$ cat config.mk
export PLATFORM = sky130hd
export DESIGN_NAME = mmu_output_deskew
export DESIGN_NICKNAME = d
export VERILOG_FILES = /design/src/rtl/mmu_pkg.sv /design/src/rtl/row_fifo.sv /design/src/rtl/mmu_output_deskew.sv
export SDC_FILE = /design/constraint.sdc
export NUM_CORES = 1
export LEC_CHECK = 0
export CORE_ASPECT_RATIO = 0.7
export CORE_MARGIN = 3
export CORE_UTILIZATION = 30
export DETAILED_ROUTE_END_ITERATION = 10
export SLEW_MARGIN = 20
export SYNTH_ARGS = -nofsm -noshare
export SYNTH_HDL_FRONTEND = slang
export SYNTH_HIERARCHICAL = 1
export SYNTH_SLANG_ARGS = --single-unit
export TNS_END_PERCENT = 5
$ cat constraint.sdc
create_clock -name clk -period 2.8 [get_ports clk]
set_input_delay 0.56 -clock clk [delete_from_list [all_inputs] [get_ports clk]]
set_output_delay 0.56 -clock clk [all_outputs]
set_load 0.02 [all_outputs]
$ cat src/rtl/mmu_pkg.sv
// Shared MMU defaults and the signed-to-pixel saturation helper.
package mmu_pkg;

  localparam int unsigned ACC_WIDTH_DEF = 40;
  localparam int unsigned DEPTH_DEF     = 4;
  localparam int unsigned PIX_WIDTH_DEF = 8;

  // Saturate a sign-extended accumulator value into [0, 2^pw-1]; caller truncates to pw bits.
  function automatic logic signed [63:0] clamp_pix(input logic signed [63:0] v,
                                                  input int unsigned       pw);
    logic signed [63:0] max_v;
    max_v = (64'sd1 <<< pw) - 64'sd1;
    if (v < 64'sd0)       return '0;
    else if (v > max_v)   return max_v;
    else                  return v;
  endfunction

endpackage

$ cat src/rtl/row_fifo.sv
// Registered-output row FIFO: no fall-through, drops writes when full unless a read frees a slot.
module row_fifo #(
  parameter int unsigned WIDTH      = 32,
  parameter int unsigned FIFO_DEPTH = 4
) (
  input  logic             clk_i,
  input  logic             rst_i,
  input  logic             wr_en_i,
  input  logic [WIDTH-1:0] wr_data_i,
  input  logic             rd_en_i,
  output logic [WIDTH-1:0] rd_data_o,
  output logic             valid_o,
  output logic             drop_o
);

  localparam int unsigned PTR_W = (FIFO_DEPTH > 1) ? $clog2(FIFO_DEPTH) : 1;
  localparam int unsigned CNT_W = $clog2(FIFO_DEPTH + 1);

  logic [FIFO_DEPTH-1:0][WIDTH-1:0] mem_q;
  logic [PTR_W-1:0]                 wr_ptr_q, wr_ptr_d, rd_ptr_q, rd_ptr_d;
  logic [CNT_W-1:0]                 cnt_q, cnt_d;
  logic                             full, rd, wr;

  // Pointers wrap explicitly so non-power-of-two depths work.
  function automatic logic [PTR_W-1:0] inc_ptr(input logic [PTR_W-1:0] p);
    return (p == PTR_W'(FIFO_DEPTH - 1)) ? '0 : p + 1'b1;
  endfunction

  assign full      = (cnt_q == CNT_W'(FIFO_DEPTH));
  assign valid_o   = (cnt_q != '0);
  assign rd        = rd_en_i && valid_o;
  assign wr        = wr_en_i && (!full || rd);
  assign drop_o    = wr_en_i && full && !rd;
  assign rd_data_o = mem_q[rd_ptr_q];

  always_comb begin
    wr_ptr_d = wr ? inc_ptr(wr_ptr_q) : wr_ptr_q;
    rd_ptr_d = rd ? inc_ptr(rd_ptr_q) : rd_ptr_q;
    cnt_d    = cnt_q;
    unique case ({wr, rd})
      2'b10:   cnt_d = cnt_q + 1'b1;
      2'b01:   cnt_d = cnt_q - 1'b1;
      default: cnt_d = cnt_q;
    endcase
  end

  always_ff @(posedge clk_i) begin
    if (rst_i) begin
      mem_q    <= '0;
      wr_ptr_q <= '0;
      rd_ptr_q <= '0;
      cnt_q    <= '0;
    end else begin
      if (wr) mem_q[wr_ptr_q] <= wr_data_i;
      wr_ptr_q <= wr_ptr_d;
      rd_ptr_q <= rd_ptr_d;
      cnt_q    <= cnt_d;
    end
  end

endmodule

$ cat src/rtl/mmu_output_deskew.sv
// Re-aligns skewed systolic-array column outputs, clamps them to pixels and buffers whole rows.
module mmu_output_deskew
  import mmu_pkg::*;
#(
  parameter int unsigned ACC_WIDTH  = ACC_WIDTH_DEF,
  parameter int unsigned DEPTH      = DEPTH_DEF,
  parameter int unsigned PIX_WIDTH  = PIX_WIDTH_DEF,
  parameter int unsigned FIFO_DEPTH = 4
) (
  input  logic                         clk,
  input  logic                         rst,
  input  logic                         in_valid,
  input  logic [ACC_WIDTH*DEPTH-1:0]   acc_in,
  output logic [PIX_WIDTH*DEPTH-1:0]   out_data,
  output logic                         out_valid,
  input  logic                         out_ready,
  output logic                         overflow,
  output logic [15:0]                  row_count
);

  logic [DEPTH-1:0][PIX_WIDTH-1:0] clamped, aligned;
  logic [DEPTH-2:0]                vld_pipe_q;
  logic                            drop;
  logic                            overflow_q, overflow_d;
  logic [15:0]                     row_count_q, row_count_d;

  // Clamp on entry so the deskew chains only carry pixel-width data.
  for (genvar j = 0; j < DEPTH; j++) begin : g_col
    localparam int unsigned DLY = DEPTH - 1 - j;

    assign clamped[j] = PIX_WIDTH'(clamp_pix(64'($signed(acc_in[j*ACC_WIDTH +: ACC_WIDTH])),
                                             PIX_WIDTH));

    if (DLY == 0) begin : g_direct
      assign aligned[j] = clamped[j];
    end else begin : g_dly
      logic [DLY-1:0][PIX_WIDTH-1:0] sh_q;
      always_ff @(posedge clk) begin
        if (rst) begin
          sh_q <= '0;
        end else begin
          sh_q[0] <= clamped[j];
          for (int k = 1; k < DLY; k++) sh_q[k] <= sh_q[k-1];
        end
      end
      assign aligned[j] = sh_q[DLY-1];
    end
  end

  // Row tag travels alongside column 0 and marks the cycle the row is fully aligned.
  always_ff @(posedge clk) begin
    if (rst) begin
      vld_pipe_q <= '0;
    end else begin
      vld_pipe_q[0] <= in_valid;
      for (int k = 1; k < DEPTH - 1; k++) vld_pipe_q[k] <= vld_pipe_q[k-1];
    end
  end

  row_fifo #(
    .WIDTH      (PIX_WIDTH * DEPTH),
    .FIFO_DEPTH (FIFO_DEPTH)
  ) u_fifo (
    .clk_i     (clk),
    .rst_i     (rst),
    .wr_en_i   (vld_pipe_q[DEPTH-2]),
    .wr_data_i (aligned),
    .rd_en_i   (out_ready),
    .rd_data_o (out_data),
    .valid_o   (out_valid),
    .drop_o    (drop)
  );

  always_comb begin
    overflow_d  = overflow_q | drop;
    row_count_d = row_count_q + 16'(out_valid && out_ready);
  end

  always_ff @(posedge clk) begin
    if (rst) begin
      overflow_q  <= 1'b0;
      row_count_q <= '0;
    end else begin
      overflow_q  <= overflow_d;
      row_count_q <= row_count_d;
    end
  end

  assign overflow  = overflow_q;
  assign row_count = row_count_q;

endmodule

## After elaboration in Yosys (flattened, before gate mapping)

Cells that the tools add are included.
Widths: inputs -> output; s select.

- Register bits after elaboration: 203
- Output and inout port bits: 50

- Multiplexer cells: 13
- Reduce and logical (&&, ||, !) cells: 13
- Order comparisons: 11
- $add $sub $neg: 5
- Bitwise operators: 1
- Equal/unequal tests: 5

Operators with widths:

| kind | number |
|---|---|
| $gt 40x9->1 const B | 4 |
| $lt 40x1->1 const B | 4 |
| $bwmux 128 | 1 |
| $bmux 32 s2 | 1 |
| $demux 32 s2 | 1 |
| $mux 32 | 2 |
| $mux 8 | 5 |
| $add 16x1->16 | 1 |
| $eq 2x2->1 const B | 3 |
| $lt 2x3->1 const B | 2 |
| $pmux 3 s2 | 1 |
| $reduce_or 2->1 | 3 |
| $logic_and 1x1->1 | 5 |
| $add 2x1->2 const B | 2 |
| $mux 2 | 2 |
| $add 3x1->3 const B | 1 |
| $eq 3x3->1 const B | 1 |
| $reduce_bool 3->1 | 1 |
| $sub 3x1->3 const B | 1 |
| $eq 2x1->1 const B | 1 |
| $ge 2x1->1 const B | 1 |
| $logic_not 1->1 | 2 |
| $reduce_bool 2->1 | 1 |
| $logic_or 1x1->1 | 1 |
| $or 1x1->1 | 1 |

## Depth between registers and ports, before layout

Gate-level depths: netlist of run 1.

- Depth after elaboration: 6
- Mapped depth: 9

## Modules after synthesis

Netlist of run 1, hierarchy kept.

By module, submodules not included:

| module | cells each | times used | area each (um^2) |
|---|---|---|---|
| row_fifo | 541 | 1 | 5,886.9 |
| mmu_output_deskew | 250 | 1 | 2,552.4 |

## Least setup slack after synthesis of run 1

Ideal clock, no wire load.

- Kind: input port to flip-flop
- Start point: input out_ready
- End point: register u_fifo.cnt_q[2]
- Arrival: 2,440 ps
- Path slack: 290 ps
- Path buffers: 1
- Stages on the path: 9
- Library setup time: 70 ps
- Data required time: 2,730 ps
- Path through: or4b_1 > buf_6 > nand2_1 > ha_1 > inv_1 > fa_1 > xor2_1 > or3_1 > a21oi_1

- Longest elaborated chain between the ends: 5
- Elaborated cells between the ends (all ways): 7
- Those cells by class: eq/ne: 2; mux: 1; reduce/logical: 4

Ends and longest elaborated chain:

| element | line | source |
|---|---|---|
| start: declaration | mmu_output_deskew.sv:16 | `input logic out_ready,` |
| $logic_and 1x1->1 (*) | row_fifo.sv:31 | `assign rd = rd_en_i && valid_o;` |
| $logic_or 1x1->1 | row_fifo.sv:32 | `assign wr = wr_en_i && (!full \|\| rd);` |
| $logic_and 1x1->1 | row_fifo.sv:32 |  |
| $eq 2x1->1 / $eq 2x2->1 (equally long branches) | row_fifo.sv:40 | `unique case ({wr, rd})` |
| $pmux 3 s2 / $reduce_bool 2->1 (equally long branches) | n/a |  |
| end signal: assignment | row_fifo.sv:57 | `cnt_q <= cnt_d;` |
| end: declaration | row_fifo.sv:21 | `logic [CNT_W-1:0] cnt_q, cnt_d;` |

Every way passes the cells marked *; elsewhere a longest branch is shown, timed or not.
A chain may end at the register's enable or synchronous reset.

## Final worst setup path of run 1

- Start point: register u_fifo.rd_ptr_q[1]
- End point: output out_data[20]

- Longest elaborated chain between the ends: 2

Ends and longest elaborated chain:

| element | line | source |
|---|---|---|
| start: declaration | row_fifo.sv:20 | `logic [PTR_W-1:0] wr_ptr_q, wr_ptr_d, rd_ptr_q, rd_ptr_d;` |
| start signal: assignment | row_fifo.sv:56 | `rd_ptr_q <= rd_ptr_d;` |
| $bmux 32 s2 | row_fifo.sv:34 | `assign rd_data_o = mem_q[rd_ptr_q];` |
| $mux 32 (implied by the code) | row_fifo.sv:34 |  |
| end: declaration | mmu_output_deskew.sv:14 | `output logic [PIX_WIDTH*DEPTH-1:0] out_data,` |

Every way passes these cells. The select of a mux whose other input is x is not followed.

==> results of run 1 <==
-- worst max-delay path, cell delays in order (launching register included) --
cell	delay, ps
sky130_fd_sc_hd__dfxtp_2	360
sky130_fd_sc_hd__buf_6	200
sky130_fd_sc_hd__mux4_2	520
sky130_fd_sc_hd__clkdlybuf4s50_1	560
-- stage by stage --
step           setup WS [ps]  utilization  std cells  hold slack (ps)  TNS (ps)
4_1_cts                -8.61        0.431       1380              431     -11.1
3_3_place_gp           -25.2        0.405       1343              423     -25.2
3_5_place_dp           -52.9        0.405       1343              424     -52.9
5_1_grt                 1.21        0.432       1380              457         0
6_report                93.4        0.432       1380              435         0
2_1_floorplan            290            -        791              414         0
-- state kept, by name (all words and copies together) (netlist names) --
signal and cells:
u_fifo/cnt_q 3, overflow 1, row_count 16, u_fifo/rd_ptr_q 2, vld_pipe_q 3, aligned 16
u_fifo/mem_q 128, g_col.g_dly.sh_q 32, u_fifo/wr_ptr_q 2
-- routing by layer --
metal,part of all wire,wire length [um],GRT usage
met3,0.084,1830,0.0417
met4,0.016,354,0.0241
met5,0.00096,21,0
met1,0.46,10000,0.191
met2,0.44,9560,0.230
-- cells in the mapped netlist (2+ instances only) --
| library cell | instances |
|---|---|
| sky130_fd_sc_hd__nor4_1 | 32 |
| sky130_fd_sc_hd__buf_4 | 8 |
| sky130_fd_sc_hd__nand4_1 | 7 |
| sky130_fd_sc_hd__mux2i_1 | 129 |
| sky130_fd_sc_hd__xnor2_1 | 6 |
| sky130_fd_sc_hd__or2_1 | 2 |
| sky130_fd_sc_hd__nor4_4 | 3 |
| sky130_fd_sc_hd__dfxtp_1 | 203 |
| sky130_fd_sc_hd__nand2_1 | 162 |
| sky130_fd_sc_hd__inv_1 | 9 |
| sky130_fd_sc_hd__o21a_1 | 24 |
| sky130_fd_sc_hd__nand2b_1 | 4 |
| sky130_fd_sc_hd__clkbuf_1 | 30 |
| sky130_fd_sc_hd__mux4_2 | 32 |
| sky130_fd_sc_hd__nand3_1 | 6 |
| sky130_fd_sc_hd__nor3_1 | 9 |
| sky130_fd_sc_hd__a31o_2 | 2 |
| sky130_fd_sc_hd__mux2_1 | 2 |
| sky130_fd_sc_hd__buf_2 | 3 |
| sky130_fd_sc_hd__and4_1 | 2 |
| sky130_fd_sc_hd__nor2b_1 | 30 |
| sky130_fd_sc_hd__ha_1 | 8 |
| sky130_fd_sc_hd__buf_1 | 2 |
| sky130_fd_sc_hd__or3_1 | 7 |
| sky130_fd_sc_hd__nand3_2 | 3 |
| sky130_fd_sc_hd__nand4_4 | 2 |
| sky130_fd_sc_hd__buf_6 | 5 |
| sky130_fd_sc_hd__a21oi_1 | 7 |
| sky130_fd_sc_hd__xor2_1 | 4 |
| sky130_fd_sc_hd__and3_1 | 2 |
| sky130_fd_sc_hd__nor2_1 | 29 |
| sky130_fd_sc_hd__and3_4 | 2 |
| sky130_fd_sc_hd__o21ai_0 | 5 |
-- layout make-up --
class,count,area share
flip-flops and latches,203,0.346
multi-input cells,529,0.346
repair buffers,237,0.205
clock buffers,27,0.0517
well taps,364,0.0387
clock inverters,10,0.00947
inverters,10,0.00340
-- where the power goes --
part           switching [mW]  leakage, nW  internal [mW]  total [mW]
Combinational           0.209         2.96          0.320       0.529
Clock                    1.15        0.363           1.72        2.88
Sequential             0.0282         1.65           2.93        2.96
Total                    1.39         4.97           4.98        6.37
-- repair_timing --
item	CTS	global route
resized for setup	19	11
setup endpoints to repair	24	11
buffers inserted	0	0
-- worst min-delay path by stage --
stage	slack (ps)	end
final	440	aligned[6]
after global placement	420	vld_pipe_q[1]
after floorplan	410	aligned[0]
after detailed placement	420	g_col[0].g_dly.sh_q[14]
after global routing	460	u_fifo/mem_q[47]
after CTS	430	u_fifo/mem_q[47]
-- logic make-up (layout without fill, tap and decap cells) --
kind of cell / after synthesis / count (layout) / share of synthesized area
flops: 203 / 203 / 0.482
fa+ha+maj: 9 / 9 / 0.0142
compound gates: 39 / 39 / 0.0314
mux: 163 / 163 / 0.241
simple gates: 308 / 308 / 0.185
xor+xnor: 10 / 10 / 0.0104
buf+inv: 59 / 284 / 0.0366
==> impl_summary.md, run 1 <==
Outcome
The run finished with clean final reports.

Worst setup path
The destination of the critical timing path is out_data[20]. The slack of the worst reg-to-reg path is 540 ps. STA classifies the critical path endpoint as an output pin. The worst setup path is launched from a register. The arrival time of the worst setup path is 2150 ps. The critical path class is reg -> out. The worst register-to-register path begins at u_fifo/cnt_q[0].

The reg-to-reg endpoint is u_fifo/cnt_q[2]. The launching instance or port of the critical path is u_fifo/rd_ptr_q[1]. Along the worst path, the maximum fanout reaches 11.

For the worst flop-to-flop path, the logic depth is 8. The required arrival time at the worst endpoint is 2240 ps.

Timing
Setup violations remaining at the end of the flow were counted as 0. At the pin with the least slew margin, the transition time is 692 ps. Setup repair after global routing left no endpoint under its margin. The maximum clock frequency is 369 MHz. The remaining max-slew budget at the tightest pin is 0.537. In the finished design, the share of the clock period the worst path needs comes to 0.967. The number of endpoints with negative hold slack in the final report came to 0.

The final max-slew violation count is 0. Subtracting the final worst setup slack from the clock period gives 2710 ps. The worst clock skew is 14.5 ps.

Pwr
The leakage component of the power is 4.97 nW. The power per unit of standard cell area is 542 nW/um2. Across the VDD grid, the largest voltage drop is 0.346 mV. The post-layout total power is 6.37 mW.

Yosys
The synthesized netlist net count is 964. Yosys mapped a number of flops with a built-in enable equal to 0. The post-synthesis cell area is 8440 um2.

Yosys attributes the largest share of cell area to sky130_fd_sc_hd__dfxtp_1, sky130_fd_sc_hd__mux2i_1, sky130_fd_sc_hd__mux4_2. The cell type contributing the most total cell area after synthesis is sky130_fd_sc_hd__dfxtp_1. The Yosys step of the flow raised 6 warnings.

The cell count after synthesis is 791. In the synthesized netlist the dominant register cell turns out to be sky130_fd_sc_hd__dfxtp_1. The share of the Yosys chip area taken by registers is 0.482.

The fraction of synthesized cell area taken by the top area cell type is 0.482. The share of flip-flops with an asynchronous set or reset after synthesis is 0. In this run, synthesis produced a sequential element count of 203. The number of distinct library cell variants in the gate-level netlist after synthesis is 43. The mean area per synthesized cell is 10.7 um2.

Placement
At the end of routability-driven placement, the weighted congestion stood at 0.721. The HPWL after detailed placement is 15.3 mm. The number of port buffers is 213. The instance area at placement is 11000 um2.

Clock tree
Hold repair after CTS inserted 0 buffers. The CTS tree is done. The total clock buffers created by CTS is 21. Clock-pin slew was measured on the worst setup and hold paths at 60 ps. The latest clock arrival within the worst-skew pair is 500 ps. The total number of H-tree levels is 1. The tree built by TritonCTS fans out to 203 sinks. The tree is rooted in a sky130_fd_sc_hd__clkbuf_16. In this run the deepest clock path goes through 3 buffers.

Global route
The largest net degree at the start of global routing is 43. The total overflow left after global routing is 0. The global router's overall resource usage is 0.142. The number of antenna violations at the first check in global routing was 2. The first global-routing pass estimated 34.8 mm of wire. The number of global-route vias before repair is 6662.

Routing
The detailed router placed 6427 vias in this run. The number of DRC markers in iteration 0 is 249. In this run the remaining antenna-violating nets after routing total 0. After detailed routing, the average wire length per cell comes to 15.8 um.

The number of vias per cell is 4.66. After detailed routing, the number of remaining DRC violations is 0. The number of search-and-repair iterations in the first detailed-routing pass is 4. The routed design has 21.8 mm of wire.

Min path
The path class of the lowest-slack min-delay path is reg -> reg. The cell depth of the worst hold path is 1. The start point of the worst min-delay path is g_col[0].g_dly.sh_q[14].

Finish
Summing all flip-flop and latch instances after layout gives 4070 um2. The number of fillers in the final layout is 2596. The proportion of layout cells with a drive suffix above 1 is 0.111. The post-layout instance area is 11800 um2. The number of antenna diodes in the final layout is 0. From synthesis to final layout, the design area changed by 39.3%.

Summing all multi-input logic gate instances after layout gives 4070 um2. At the end of the flow, the number of nets in the layout was 1175. Leaving out fill and tap cells, the most frequent cells in the layout are sky130_fd_sc_hd__dfxtp_1, sky130_fd_sc_hd__clkdlybuf4s50_1, sky130_fd_sc_hd__nand2_1. Leaving out fill and tap cells, the most frequent cell in the layout is sky130_fd_sc_hd__dfxtp_1.

Die
The floorplan step defined a die boundary enclosing 30200 um2. The die is 206 um wide. For this configuration, the core starts out at a cell density of 0.310.

The number of I/O pins is 214. The floorplan has 50 rows. The die height is 146 um. The core region is 27200 um2.

Run
The tool flagged a number of max-cap violations equal to 0.
(Power assumes the default switching activity.)
==> run 2, diff against run 1 <==
ABC_CLOCK_PERIOD_IN_PS = 2800   (was default)
==> results of run 2 <==
Same layout as run 1: the final DEF is identical, and so are final timing and power.
==> run 3, diff against run 2 <==
CTS_BUF_LIST = sky130_fd_sc_hd__clkbuf_4 sky130_fd_sc_hd__clkbuf_8   (was default)
SYNTH_HIERARCHICAL = default   (was 1)
==> run 3 against run 2 <==
Compared with the run above:
- synthesized area shrank 4.4%
- first-iteration DRC count rose by 42%
- worst hold slack got worse by 4.2 ps
- die area decreased by 4.3%
- cell count rose by 2.0%
- global-route usage increased by 1.0 points
- clock power fell by 11%
==> impl_summary.md, run 3 <==
Global route
The global-route wire length before repair came to 35.8 mm (+2.7%). The number of global-route vias before repair is 6679 (+0.26%). The global router's overall resource usage is 0.152 (+0.0105).

The overflow left after global routing was 0 (unchanged). The largest net degree at the start of global routing is 155 (+260%). The number of antenna violations at the first check in global routing is 0 (-2).

Routing
The wire length per cell is 16.3 um (+3.3%). The number of remaining DRC errors was 0 (unchanged). The number of nets still failing antenna checks after routing is 0 (unchanged). The number of DRC markers in iteration 0 is 354 (+42%). The final wirelength is 22.9 mm (+5.3%). The number of search-and-repair iterations in the first detailed-routing pass is 4 (unchanged). The number of vias per cell is 4.71 (+1.2%). The total via count after detailed routing is 6629 (+3.1%).

Timing
The remaining max-slew budget at the tightest pin is 0.458 (-0.0794). The maximum clock frequency came to 386 MHz (+4.6%). Setup repair after global routing left no endpoint under its margin. The worst hold-check slack is 431 ps (-4.18 ps). The final total negative setup slack is 0 ps (unchanged). The least setup slack across all paths after layout came to 212 ps (+119 ps). The number of endpoints with negative hold slack in the final report is 0 (unchanged). The worst clock skew was 7.80 ps (-6.73 ps).

The final number of setup-violating endpoints is 0 (unchanged). The final max-slew violation count was 0 (unchanged). The actual transition at the worst max-transition pin is 813 ps (+122 ps).

The fraction of the cycle the final worst path needs was 0.924 (-0.0425). The post-route minimum period was 2590 ps (-119 ps).

Worst setup path
The required arrival time at the worst endpoint is 2240 ps (about the same). The depth of the worst register-to-register path was 8 (unchanged). The slowest stage of the critical path belongs to the cell sky130_fd_sc_hd__mux4_2. The worst setup path is launched from a register. The worst-path maximum fanout is 11 (unchanged). The critical path in this run is classified as reg -> out. The kind of capture point of the worst setup path is an output pin.

The arrival time of the worst setup path came to 2030 ps (-120 ps). The worst stage delay on the critical path is 530 ps (-30 ps). The signal on the critical path passes through buf_12 -> mux4_2 -> dlygate4sd2_1.

Placement
The worst slack after detailed placement is -144 ps (-91.5 ps). The total half-perimeter wirelength after legalization and detailed placement is 15.0 mm (-2.1%). The instance area at placement is 10500 um2 (-4.6%). The global placement routability congestion is 0.748 (+3.8%). The number of port buffers was 213 (unchanged).

Yosys
The cell type contributing the most total cell area after synthesis is sky130_fd_sc_hd__dfxtp_1. The number of distinct library cell variants in the gate-level netlist after synthesis is 40 (-7.0%). The cell count after synthesis is 817 (+3.3%). The number of warnings printed during yosys synthesis is 0 (-6). By area the synthesized netlist is led by sky130_fd_sc_hd__dfxtp_1, sky130_fd_sc_hd__nand2_1, sky130_fd_sc_hd__mux4_2. The share of flip-flops with an asynchronous set or reset after synthesis was 0 (unchanged). The library cell with the highest instance count after synthesis is sky130_fd_sc_hd__dfxtp_1. The post-synthesis cell area is 8070 um2 (-4.4%).

The register bit count reported by yosys is 203 (unchanged). The count of flip-flops with a built-in enable after synthesis is 0 (unchanged). The synthesized netlist net count is 990 (+2.7%). The fraction of synthesized cell area taken by the top area cell type is 0.504 (+0.0223). The mean area per synthesized cell is 9.87 um2 (-7.5%). By count the netlist is led by sky130_fd_sc_hd__dfxtp_1, sky130_fd_sc_hd__nand2_1, sky130_fd_sc_hd__a21oi_1.

The sequential fraction of the synthesis area is 0.504 (+0.0223). For this run, the leading register cell type out of synthesis is sky130_fd_sc_hd__dfxtp_1.

Pwr
The post-layout total power is 6.05 mW (-5.0%). The power per unit of standard cell area was 541 nW/um2 (-0.12%). The maximum vdd drop is 0.272 mV (-21%). The leakage component of the power was 3.98 nW (-20%).

Finish
In the final layout, the registers with the most flip-flops are u_fifo.mem_q (128), g_col.g_dly.sh_q (32). Leaving out fill and tap cells, the most frequent cells in the layout are sky130_fd_sc_hd__dfxtp_1, sky130_fd_sc_hd__nand2_1, sky130_fd_sc_hd__clkdlybuf4s50_1. The number of fillers in the final layout is 2531 (-2.5%). The library cell used most frequently in the layout, excluding fill and tap cells, is sky130_fd_sc_hd__dfxtp_1. The proportion of layout cells with a drive suffix above 1 came to 0.122 (+0.0107). The flip-flop count of the largest register after layout was 128 (unchanged).

The antenna diode count is 0 (unchanged). The post-layout net count is 1203 (+2.4%). The post-layout instance area is 11200 um2 (-4.9%). More flip-flops sit in one register than any other, and that register is u_fifo.mem_q. The synthesis-to-finish area growth is 38.7%.

Clock tree
The total clock buffers created by CTS came to 31 (+48%). The total number of H-tree levels is 1 (unchanged). TritonCTS built the clock tree. The number of clock sinks is 203 (unchanged). The latest clock arrival within the worst-skew pair was 540 ps (+40 ps).

The maximum count of clock buffers along a single path is 3 (unchanged). The post-CTS clock slew at the launch and capture registers of the worst setup and hold paths was 60 ps (about the same). Clock tree synthesis selected as its root buffer the cell sky130_fd_sc_hd__clkbuf_8. The count of hold-fix buffers inserted at cts is 0 (unchanged).

Min path
The path class of the lowest-slack min-delay path is reg -> reg. The cell depth of the worst hold path is 1 (unchanged).

Die
The die outline width is 202 um (-2.2%). The placement row count was 49 (-2.0%). The starting density of the core is 0.310 (-0.000535).

The area of the core region is 26100 um2 (-4.3%). The number of I/O pins is 214 (unchanged). The die height is 143 um (-2.1%). The floorplan die area is 28900 um2 (-4.3%).

Outcome
The flow ran to the end, and the final reports show no timing, DRC or antenna violations.

Run
The reported max-cap violation count is 0 (unchanged).
## run 3: cell types whose count changed after synthesis, sizes merged, moves of 3 or more
cell / before / now
a211oi: 0 / 4
a21oi: 7 / 105
a221o: 0 / 32
and3: 4 / 7
and4: 2 / 5
buf: 19 / 28
clkbuf: 30 / 24
mux2i: 129 / 0
nand2: 162 / 200
nand2b: 4 / 0
nor2: 29 / 26
nor3: 10 / 1
nor4: 35 / 31
xor2: 4 / 10
## run 3: final cells by class
class                           instances  area, um2  share of cell area
Clock buffer                           52        653              0.0584
Timing Repair Buffer                  232       2300               0.206
Clock inverter                          1       5.00            0.000447
Tap cell                              357        447              0.0399
Inverter                                8       30.0             0.00268
Sequential cell                       203       4070               0.364
Multi-Input combinational cell        554       3680               0.329
## run 3: stage by stage
step	util	cells
finish	0.429	1407
detailed placement	0.404	1352
floorplan	-	817
CTS	0.429	1407
global route	0.429	1407
global placement	0.404	1352
## run 3: critical path: cells and delay by family (launching register included)
family | cells | cell delay [ps]
multiplexers | 1 | 530
buffers and inverters | 2 | 530
flip-flops | 1 | 430
## run 3: per-layer routing
metal	track usage	vias up	routed length, um
li1	-	3324	-
met1	0.206	3052	10400
met2	0.250	226	10400
met3	0.0412	27	1790
met4	0.0268	0	269
met5	0	-	0
## run 3: cells by family after synthesis
group                      Yosys count  synth area share
and+or+nand+nor                    330             0.201
AOI/OAI and AO/OA                  169             0.135
xor gates and xnor gates            14            0.0152
buffers and inverters               60            0.0408
adders and majority gates            9            0.0149
muxes                               32            0.0893
DFF                                203             0.504
## run 3: timing repair
action / in CTS / in global routing
buffers inserted: 2 / 0
setup endpoints to repair: 30 / 2
pin swaps: 0 / 0
gates resized for setup: 30 / 2
## run 3: power breakdown
group	switching (mW)	total, mW	internal [mW]
registers	0.0383	2.98	2.94
clock network	1.10	2.55	1.45
logic	0.204	0.532	0.329
total	1.34	6.05	4.72
## run 3: path summary, 6_finish.rpt
kind | startpoint | endpoint | slack (ps)
max | u_fifo.rd_ptr_q[0] | out_data[21] | 210
min | g_col[0].g_dly.sh_q[6] | g_col[0].g_dly.sh_q[14] | 430
max reg2reg | u_fifo.cnt_q[0] | u_fifo.cnt_q[2] | 510
min reg2reg | g_col[0].g_dly.sh_q[6] | g_col[0].g_dly.sh_q[14] | 430
